--- config.mk ---
export PLATFORM = sky130hd
export DESIGN_NAME = mxint_dot_product_arbiter
export DESIGN_NICKNAME = d
export VERILOG_FILES = /design/src/rtl/mxint_dot_product_arbiter_pkg.sv /design/src/rtl/mxint_dot_product_arbiter_fifo.sv /design/src/rtl/mxint_dot_product_arbiter.sv
export SDC_FILE = /design/constraint.sdc
export NUM_CORES = 1
export LEC_CHECK = 0
export CORE_AREA = 2 2 252 254
export DETAILED_ROUTE_END_ITERATION = 12
export DIE_AREA = 0 0 254 256
export PLACE_DENSITY = 0.34
export SLEW_MARGIN = 20
export SYNTH_ARGS = -nofsm -noshare
export SYNTH_HDL_FRONTEND = slang
export SYNTH_SLANG_ARGS = --single-unit
--- constraint.sdc ---
create_clock -name clk -period 3.3 [get_ports clk]
set_input_delay 0.495 -clock clk [delete_from_list [all_inputs] [get_ports clk]]
set_output_delay 0.495 -clock clk [all_outputs]
set_load 0.03 [all_outputs]
--- src/rtl/mxint_dot_product_arbiter_pkg.sv ---
// mxint_dot_product_arbiter_pkg: arbiter state encoding and round-robin pick helper
package mxint_dot_product_arbiter_pkg;
  localparam int MAX_REQ = 32;
  typedef enum logic {IDLE, ISSUE} state_t;
  function automatic logic [4:0] rr_pick(input logic [MAX_REQ-1:0] v, input logic [4:0] ptr, input logic [5:0] n);
    logic [5:0] idx;
    logic found;
    rr_pick = ptr;
    found = 1'b0;
    for (int i = 0; i < MAX_REQ; i++) begin
      idx = {1'b0, ptr} + 6'(i);
      idx = (idx >= n) ? idx - n : idx;
      if (6'(i) < n && !found && v[idx[4:0]]) begin
        rr_pick = idx[4:0];
        found = 1'b1;
      end
    end
  endfunction
endpackage

--- src/rtl/mxint_dot_product_arbiter_fifo.sv ---
// mxint_dot_product_arbiter_fifo: circular-buffer fifo holding the issuing requester of each in-flight op
module mxint_dot_product_arbiter_fifo #(
  parameter int DATA_WIDTH = 2,
  parameter int DEPTH = 4
) (
  input  logic                  clk,
  input  logic                  rst,
  input  logic [DATA_WIDTH-1:0] in_data,
  input  logic                  in_valid,
  output logic                  in_ready,
  output logic [DATA_WIDTH-1:0] out_data,
  output logic                  out_valid,
  input  logic                  out_ready
);
  localparam int AW = (DEPTH > 1) ? $clog2(DEPTH) : 1;
  localparam int CW = $clog2(DEPTH + 1);
  logic [DATA_WIDTH-1:0] mem_q [DEPTH];
  logic [AW-1:0] wr_q, wr_d, rd_q, rd_d;
  logic [CW-1:0] cnt_q, cnt_d;
  logic push, pop;
  always_comb begin
    in_ready = cnt_q != CW'(DEPTH);
    out_valid = cnt_q != '0;
    out_data = mem_q[rd_q];
    push = in_valid & in_ready;
    pop = out_valid & out_ready;
    wr_d = push ? ((wr_q == AW'(DEPTH - 1)) ? '0 : wr_q + 1'b1) : wr_q;
    rd_d = pop ? ((rd_q == AW'(DEPTH - 1)) ? '0 : rd_q + 1'b1) : rd_q;
    cnt_d = cnt_q + CW'(push) - CW'(pop);
  end
  always_ff @(posedge clk or posedge rst) begin
    if (rst) begin
      wr_q <= '0;
      rd_q <= '0;
      cnt_q <= '0;
    end else begin
      wr_q <= wr_d;
      rd_q <= rd_d;
      cnt_q <= cnt_d;
    end
  end
  always_ff @(posedge clk) begin
    if (push) mem_q[wr_q] <= in_data;
  end
endmodule

--- src/rtl/mxint_dot_product_arbiter.sv ---
// mxint_dot_product_arbiter: round-robin sharing of one mxint dot product, results routed back by tag
module mxint_dot_product_arbiter
  import mxint_dot_product_arbiter_pkg::*;
#(
  parameter int NUM_REQ = 4,
  parameter int DATA_IN_0_PRECISION_0 = 8,
  parameter int DATA_IN_0_PRECISION_1 = 8,
  parameter int WEIGHT_PRECISION_0 = 8,
  parameter int WEIGHT_PRECISION_1 = 8,
  parameter int BLOCK_SIZE = 6,
  parameter int DATA_OUT_0_PRECISION_0 = DATA_IN_0_PRECISION_0 + WEIGHT_PRECISION_0 + $clog2(BLOCK_SIZE),
  parameter int DATA_OUT_0_PRECISION_1 = ((DATA_IN_0_PRECISION_1 > WEIGHT_PRECISION_1) ? DATA_IN_0_PRECISION_1 : WEIGHT_PRECISION_1) + 1,
  parameter int MAX_OUTSTANDING = 4,
  localparam int ID_W = (NUM_REQ > 1) ? $clog2(NUM_REQ) : 1
) (
  input  logic clk,
  input  logic rst,
  input  logic [NUM_REQ-1:0][BLOCK_SIZE-1:0][DATA_IN_0_PRECISION_0-1:0] req_mdata_in_0,
  input  logic [NUM_REQ-1:0][DATA_IN_0_PRECISION_1-1:0]                 req_edata_in_0,
  input  logic [NUM_REQ-1:0][BLOCK_SIZE-1:0][WEIGHT_PRECISION_0-1:0]    req_mweight,
  input  logic [NUM_REQ-1:0][WEIGHT_PRECISION_1-1:0]                    req_eweight,
  input  logic [NUM_REQ-1:0] req_valid,
  output logic [NUM_REQ-1:0] req_ready,
  output logic [BLOCK_SIZE-1:0][DATA_IN_0_PRECISION_0-1:0] dp_mdata_in_0,
  output logic [DATA_IN_0_PRECISION_1-1:0]                 dp_edata_in_0,
  output logic dp_data_in_0_valid,
  input  logic dp_data_in_0_ready,
  output logic [BLOCK_SIZE-1:0][WEIGHT_PRECISION_0-1:0] dp_mweight,
  output logic [WEIGHT_PRECISION_1-1:0]                 dp_eweight,
  output logic dp_weight_valid,
  input  logic dp_weight_ready,
  input  logic [DATA_OUT_0_PRECISION_0-1:0] dp_mdata_out_0,
  input  logic [DATA_OUT_0_PRECISION_1-1:0] dp_edata_out_0,
  input  logic dp_data_out_0_valid,
  output logic dp_data_out_0_ready,
  output logic [DATA_OUT_0_PRECISION_0-1:0] resp_mdata_out_0,
  output logic [DATA_OUT_0_PRECISION_1-1:0] resp_edata_out_0,
  output logic [ID_W-1:0] resp_id,
  output logic [NUM_REQ-1:0] resp_valid,
  input  logic [NUM_REQ-1:0] resp_ready,
  output logic err_unexpected_result
);
  localparam int CNT_W = $clog2(MAX_OUTSTANDING + 1);
  state_t state_q, state_d;
  logic [ID_W-1:0] grant_id_q, grant_id_d, rr_ptr_q, rr_ptr_d, head;
  logic data_done_q, data_done_d, weight_done_q, weight_done_d, err_q, err_d;
  logic [CNT_W-1:0] outstanding_q, outstanding_d;
  logic issue, d_done, w_done, complete, tag_valid, tag_ready, pop;
  assign dp_mdata_in_0 = req_mdata_in_0[grant_id_q];
  assign dp_edata_in_0 = req_edata_in_0[grant_id_q];
  assign dp_mweight = req_mweight[grant_id_q];
  assign dp_eweight = req_eweight[grant_id_q];
  assign resp_mdata_out_0 = dp_mdata_out_0;
  assign resp_edata_out_0 = dp_edata_out_0;
  assign err_unexpected_result = err_q;
  mxint_dot_product_arbiter_fifo #(.DATA_WIDTH(ID_W), .DEPTH(MAX_OUTSTANDING)) u_tag_fifo (
    .clk(clk), .rst(rst),
    .in_data(grant_id_q), .in_valid(complete), .in_ready(tag_ready),
    .out_data(head), .out_valid(tag_valid), .out_ready(pop)
  );
  always_comb begin
    state_d = state_q;
    grant_id_d = grant_id_q;
    rr_ptr_d = rr_ptr_q;
    data_done_d = data_done_q;
    weight_done_d = weight_done_q;
    issue = state_q == ISSUE;
    dp_data_in_0_valid = issue & ~data_done_q;
    dp_weight_valid = issue & ~weight_done_q;
    d_done = data_done_q | (dp_data_in_0_valid & dp_data_in_0_ready);
    w_done = weight_done_q | (dp_weight_valid & dp_weight_ready);
    complete = issue & d_done & w_done & tag_ready;
    req_ready = complete ? NUM_REQ'(1) << grant_id_q : '0;
    resp_id = tag_valid ? head : '0;
    resp_valid = (tag_valid & dp_data_out_0_valid) ? NUM_REQ'(1) << head : '0;
    dp_data_out_0_ready = tag_valid & resp_ready[head];
    pop = dp_data_out_0_ready & dp_data_out_0_valid;
    err_d = err_q | (dp_data_out_0_valid & ~tag_valid);
    outstanding_d = outstanding_q + CNT_W'(complete) - CNT_W'(pop);
    if (state_q == IDLE && |req_valid && outstanding_q < CNT_W'(MAX_OUTSTANDING)) begin
      state_d = ISSUE;
      grant_id_d = ID_W'(rr_pick(MAX_REQ'(req_valid), 5'(rr_ptr_q), 6'(NUM_REQ)));
    end else if (issue) begin
      data_done_d = complete ? 1'b0 : d_done;
      weight_done_d = complete ? 1'b0 : w_done;
      state_d = complete ? IDLE : ISSUE;
      rr_ptr_d = complete ? ((grant_id_q == ID_W'(NUM_REQ - 1)) ? '0 : grant_id_q + 1'b1) : rr_ptr_q;
    end
  end
  always_ff @(posedge clk or posedge rst) begin
    if (rst) begin
      state_q <= IDLE;
      grant_id_q <= '0;
      rr_ptr_q <= '0;
      data_done_q <= 1'b0;
      weight_done_q <= 1'b0;
      outstanding_q <= '0;
      err_q <= 1'b0;
    end else begin
      state_q <= state_d;
      grant_id_q <= grant_id_d;
      rr_ptr_q <= rr_ptr_d;
      data_done_q <= data_done_d;
      weight_done_q <= weight_done_d;
      outstanding_q <= outstanding_d;
      err_q <= err_d;
    end
  end
endmodule

# After elaboration in Yosys (flattened, before gate mapping)
# Memory sizes are Yosys's and may differ from the RTL's.
# Cells that the tools add are included.
# word_totals
ff_bits	18
mem_bits_rw	8
in_bits	489
output_inout_bits	154
wordCells	120
memories	1
# memory_table
memory	words	width	rd	rd_clocked_by_memory_dff	write_ports	line_no	rtl
u_tag_fifo.mem_q	4	2	1	0	1	mxint_dot_product_arbiter_fifo.sv:17	logic [DATA_WIDTH-1:0] mem_q [DEPTH];
# classes
n_addsub	14
order_cmp	11
n_eq_ne	4
n_shift	2
muxes	45
bitwise	21
n_reduce_logical	12
# op_table
op	count
$bmux W48 S2	2
$mux W48	2
$bmux W8 S2	2
$lt A5 B6 Y1 const B	4
$bmux W1 S5	4
$mux W5	4
$mux W1	18
$mux W2	8
$mux W8	2
$and A1 B1 Y1	13
$sub A3 B3 Y4 const B	3
$ge A3 B3 Y1 const B	3
$mux W4	2
$shl A1 B2 Y4 const A	2
$add A2 B1 Y2 const B	3
$add A2 B2 Y3 const B	2
$add A3 B1 Y3	2
$eq A2 B2 Y1 const B	3
$lt A2 B3 Y1 const B	2
$sub A3 B1 Y3	2
$logic_and A1 B1 Y1	5
$not A1 Y1	5
$reduce_or A4 Y1	1
$sub A2 B3 Y4 const B	1
10 further kinds	14

# Depth between registers and ports, before layout
# Gate-level depths: netlist of the first run.
# logic_depth
word_depth	17
depth_mapped	11
depth_no_buf	11

# By module
# From an unflattened synthesis of the first run, not the netlist that was laid out.
# hier_totals
cells_unflattened	316
area_unflattened_um2	4503.1
# modules_own_cells
module	instances	cells_each	area_per_inst_um2	seq_area_each_um2
mxint_dot_product_arbiter	1	267	3766.1	275.3
mxint_dot_product_arbiter_fifo	1	49	737.0	415.4

# Worst setup path before layout of the first run
# No wires, ideal clock.
# synth_timing
path_kind	register to register
startpoint	register u_tag_fifo.rd_q[0]
endpoint	register outstanding_q[2]
setup_time_ps	123
t_arrival_ps	2560
required_time_ps	3177
slack_ps	617
stages_incl_launch_ff	12
n_path_buf	0
synth_period_minus_slack_ps	2683
path_cell_list	dfrtp_1 > mux4_2 > mux2i_1 > mux2_2 > nor2_1 > ha_1 > inv_1 > ha_1 > inv_1 > fa_1 > xnor2_1 > xnor2_1
# synth_between
elab_chain_cells	6
# synth_rtl
item	line_no	rtl
start, declared	mxint_dot_product_arbiter_fifo.sv:18	logic [AW-1:0] wr_q, wr_d, rd_q, rd_d;
start signal, assigned	mxint_dot_product_arbiter_fifo.sv:38	rd_q <= rd_d;
$mem_v2 Z4 W2	-	
$bmux W1 S2	mxint_dot_product_arbiter.sv:76	dp_data_out_0_ready = tag_valid & resp_ready[head];
$mux W1 (not written as such)	mxint_dot_product_arbiter.sv:76	
$and A1 B1 Y1	mxint_dot_product_arbiter.sv:76	
$and A1 B1 Y1	mxint_dot_product_arbiter.sv:77	pop = dp_data_out_0_ready & dp_data_out_0_valid;
$sub A3 B1 Y3	mxint_dot_product_arbiter.sv:79	outstanding_d = outstanding_q + CNT_W'(complete) - CNT_W'(pop);
net outstanding_d[2]	mxint_dot_product_arbiter.sv:47	logic [CNT_W-1:0] outstanding_q, outstanding_d;
end signal, assigned	mxint_dot_product_arbiter.sv:105	outstanding_q <= outstanding_d;
end, declared	mxint_dot_product_arbiter.sv:47	
# The timed path passes the listed nets, and every way through them passes these cells. The select of a mux whose other input is x is not followed.
# A chain may end at the register's enable or synchronous reset.

# Final worst setup path of the first run
# layout_timing
startpoint	register u_tag_fifo.rd_q[0]
endpoint	output dp_data_out_0_ready
# layout_between
elab_chain_cells	4
# layout_rtl
item	line_no	rtl
$mem_v2 Z4 W2	-	
$bmux W1 S2	mxint_dot_product_arbiter.sv:76	
$mux W1 (not written as such)	mxint_dot_product_arbiter.sv:76	
$and A1 B1 Y1	mxint_dot_product_arbiter.sv:76	
end, declared	mxint_dot_product_arbiter.sv:35	output logic dp_data_out_0_ready,
# Every way passes these cells. The select of a mux whose other input is x is not followed.

==> metrics.cfg, run 1 <==
[setup_path]
crit_buf_inv = 1
cp-start-kind = flip-flop
worst_setup_path_end_kind = primary output
critPathTopFamily = multiplexers
crit_chain = mux4_2 > mux2i_1 > mux2_2 > nor2_1 > clkdlybuf4s50_1
cp_max_fo = 5
crit_slowest_cell = clkdlybuf4s50_1
required_ns = 2.80
cp_slowest_stage_delay_ns = 0.68
critPathKind = reg -> out
crit_arrival_ns = 2.56
reg2reg_from = u_tag_fifo.rd_q[0]$_DFFE_PP0P_
startpoint = u_tag_fifo.rd_q[0]$_DFFE_PP0P_

[synthesis]
syn-instance-count = 313
syn-num-nets = 821
yosys_most_used_dff = dfrtp_1
avgSynthCellArea_um2 = 14.3
synth_edf_count = 8
async_flop_share_pct = 69.2
synth_area_um2 = 4470
yosysUniqueCellTypes = 38
ys_seq_elements = 26
yosysSeqAreaShare_pct = 15.5
synth_warnings = 0

[sta]
fin_hold_ws_ns = 0.457
clock.fmax_mhz = 328
timing.final.crit_share_pct = 92.5
tightest_slew_ns = 0.728
hold_viol = 0
slew_headroom_pct = 51.4
period_needed_ns = 3.05
final_max_slew_viol_count = 0
rsz0062_at_grt = false
setup_viol = 0
fin_tns_setup_ns = 0
fin_skew_ns = 0.00221

[route]
ant_nets = 0
wl_per_cell_um = 25.3
firstDrtPassIters = 6
vias = 5594
routed_wl_um = 43400
top_layer_used = met5
drt-met1-wl_um = 16700
vias_per_cell = 3.26
wl_met2_um = 20500
drt_iter0_drc = 202
drc = 0
met3WireLength_um = 4910

[floorplanning]
die_y_um = 256
start_util_pct = 7.16
die_w_um = 254
rows = 92
core_area_um2 = 62400
dieArea_um2 = 65000
top_level_ports = 643

[power]
vdd_drop_max_v = 0.000248
switchingPower_mw = 3.84
swShare_pct = 47.6
seqPwrFrac_pct = 9.3
p_total_mw = 8.07
clkPwrFrac_pct = 4.3
leakage_nw = 3.89
internal-power_mw = 4.23
p_comb_share_pct = 86.4
power_density_nw_per_um2 = 702

[layout]
mostFrequentLayoutCells = 582 x clkdlybuf4s50_1, 115 x mux4_2, 17 x ha_1, 16 x inv_1, 16 x dfrtp_1
final_common_cell = clkdlybuf4s50_1
finalCoreUtilization_pct = 18.4
finalNetCount = 1380
fill_cells = 6941
antennaDiodeCount = 0
drive_gt1_share_pct = 18.0
area_growth_pct = 157

[placed_design]
hpwlAfterDp_um = 40000
port_buffers = 586
routabilityCongestion = 0.940

[cts]
cts_tree = done
cts.clk_slew.worst_paths_ns = 0.06
cts.sinks = 26
cts-buffers-inserted = 3
clock_latency_ns = 0.26
root_buffer = clkbuf_16
cts.htree.levels = 1
cts_setup_buffers = 0
cts_resized = 0
cts.path.max_buffers = 2
hold_buffers = 0

[global_routing]
grt_pass1_wl_um = 56300
grt_usage_pct = 12.8
grt_overflow = 0
grt_max_degree = 36
antenna_found_initial = 17
grt_pass1_vias = 6134

[hold_path]
hold_start = err_unexpected_result$_DFF_PP0_
hp-class = reg -> reg

[run_status]
status = finished, final reports clean

[job]
cap_violations = 0

## power by group through the flow
stage / sequential (mW) / combinational, mW / clock, mW
floorplan: 0.600 / 4.22 / 0
CTS: 0.775 / 7.14 / 0.364
global placement: 0.785 / 7.16 / 0
detailed placement: 0.778 / 7.11 / 0
finish: 0.748 / 6.97 / 0.349
global route: 0.794 / 7.42 / 0.381
## metrics by stage
step / instances / setup slack, ns / cell area [um^2]
floorplan: 313 / 0.617 / 4470
global placement: 1713 / 0.396 / 11400
detailed placement: 1713 / 0.379 / 11400
CTS: 1717 / 0.156 / 11500
global route: 1717 / 0.125 / 11500
finish: 1717 / 0.247 / 11500
## routing by layer
| layer | vias to the layer above | track usage (%) |
|---|---|---|
| met4 | 20 | 2.88 |
| met2 | 351 | 21.5 |
| met3 | 52 | 5.81 |
| met5 | - | 0 |
| li1 | 2409 | - |
| met1 | 2762 | 14.7 |
## flip-flops by register name, summed over array words and instances (netlist names)
register	count
u_tag_fifo.mem_q	8
outstanding_q	3
u_tag_fifo.cnt_q	3
grant_id_q	2
rr_ptr_q	2
u_tag_fifo.rd_q	2
u_tag_fifo.wr_q	2
data_done_q	1
err_unexpected_result	1
issue	1
weight_done_q	1
## path summary, 6_finish.rpt
path / to / cells past startpoint / slack (ns)
max: dp_data_out_0_ready / 5 / 0.25
min: err_unexpected_result$_DFF_PP0_ / 1 / 0.46
max reg2reg: outstanding_q[2]$_DFF_PP0_ / 11 / 0.42
min reg2reg: err_unexpected_result$_DFF_PP0_ / 1 / 0.46
max in group asynchronous: grant_id_q[0]$_DFFE_PP0P_ / 2 / 2.11
min in group asynchronous: err_unexpected_result$_DFF_PP0_ / 2 / 0.65
## Yosys cell counts, types with 2 or more instances
master      n  share of area (%)
o41ai_1     2               0.39
o21ai_0     2               0.22
mux2_1      3               0.76
ha_1       17                4.8
o21ai_1     4               0.45
inv_2       2               0.17
buf_4      28                4.7
clkbuf_1   14                1.2
inv_1      16                1.3
nor2_1     15                1.3
nor3_1      2               0.22
buf_1       2               0.17
a31oi_1     2               0.28
edfxtp_1    8                5.4
mux2i_1     7                1.6
a21oi_1     3               0.34
or3_1       5               0.70
nand2_1     5               0.42
xnor2_1     5               0.98
buf_2      11                1.2
mux4_2    115                 58
dfrtp_1    18                 10
fa_1        2               0.90
mux2_2      3               0.76
and2_1      9                1.3
## final cells by class
class / count / area, um^2 / share of cell area, %
clock buffers: 3 / 75.1 / 0.653
clock inverters: 1 / 30.0 / 0.261
inverters: 18 / 67.6 / 0.588
multi-input cells: 213 / 3370 / 29.3
flip-flops and latches: 26 / 698 / 6.07
well taps: 846 / 1060 / 9.21
repair buffers: 610 / 6200 / 53.9
## cell families (layout without fill, tap and decap cells)
logic type	count (synthesis)	count (layout)	share of synthesized area [%]
XOR/XNOR	5	5	0.981
buffers and inverters	74	632	9.05
AO/OA/AOI/OAI	19	19	3.03
flip-flops	26	26	15.5
adder cells (fa/ha/maj)	19	19	5.66
multiplexers	128	128	61.1
AND/OR/NAND/NOR	42	42	4.74
Note: power is estimated with default switching activity, not from simulation.
==> run 2, diff against run 1 <==
--- a/config.mk
+++ b/config.mk
@@ -5,6 +5,7 @@
 export SDC_FILE = /design/constraint.sdc
 export NUM_CORES = 1
 export LEC_CHECK = 0
+export CAP_MARGIN = 0
 export CORE_AREA = 2 2 252 254
 export DETAILED_ROUTE_END_ITERATION = 12
 export DIE_AREA = 0 0 254 256
==> results of run 2 <==
Same layout as run 1: the final DEF is identical, and so are final timing and power.
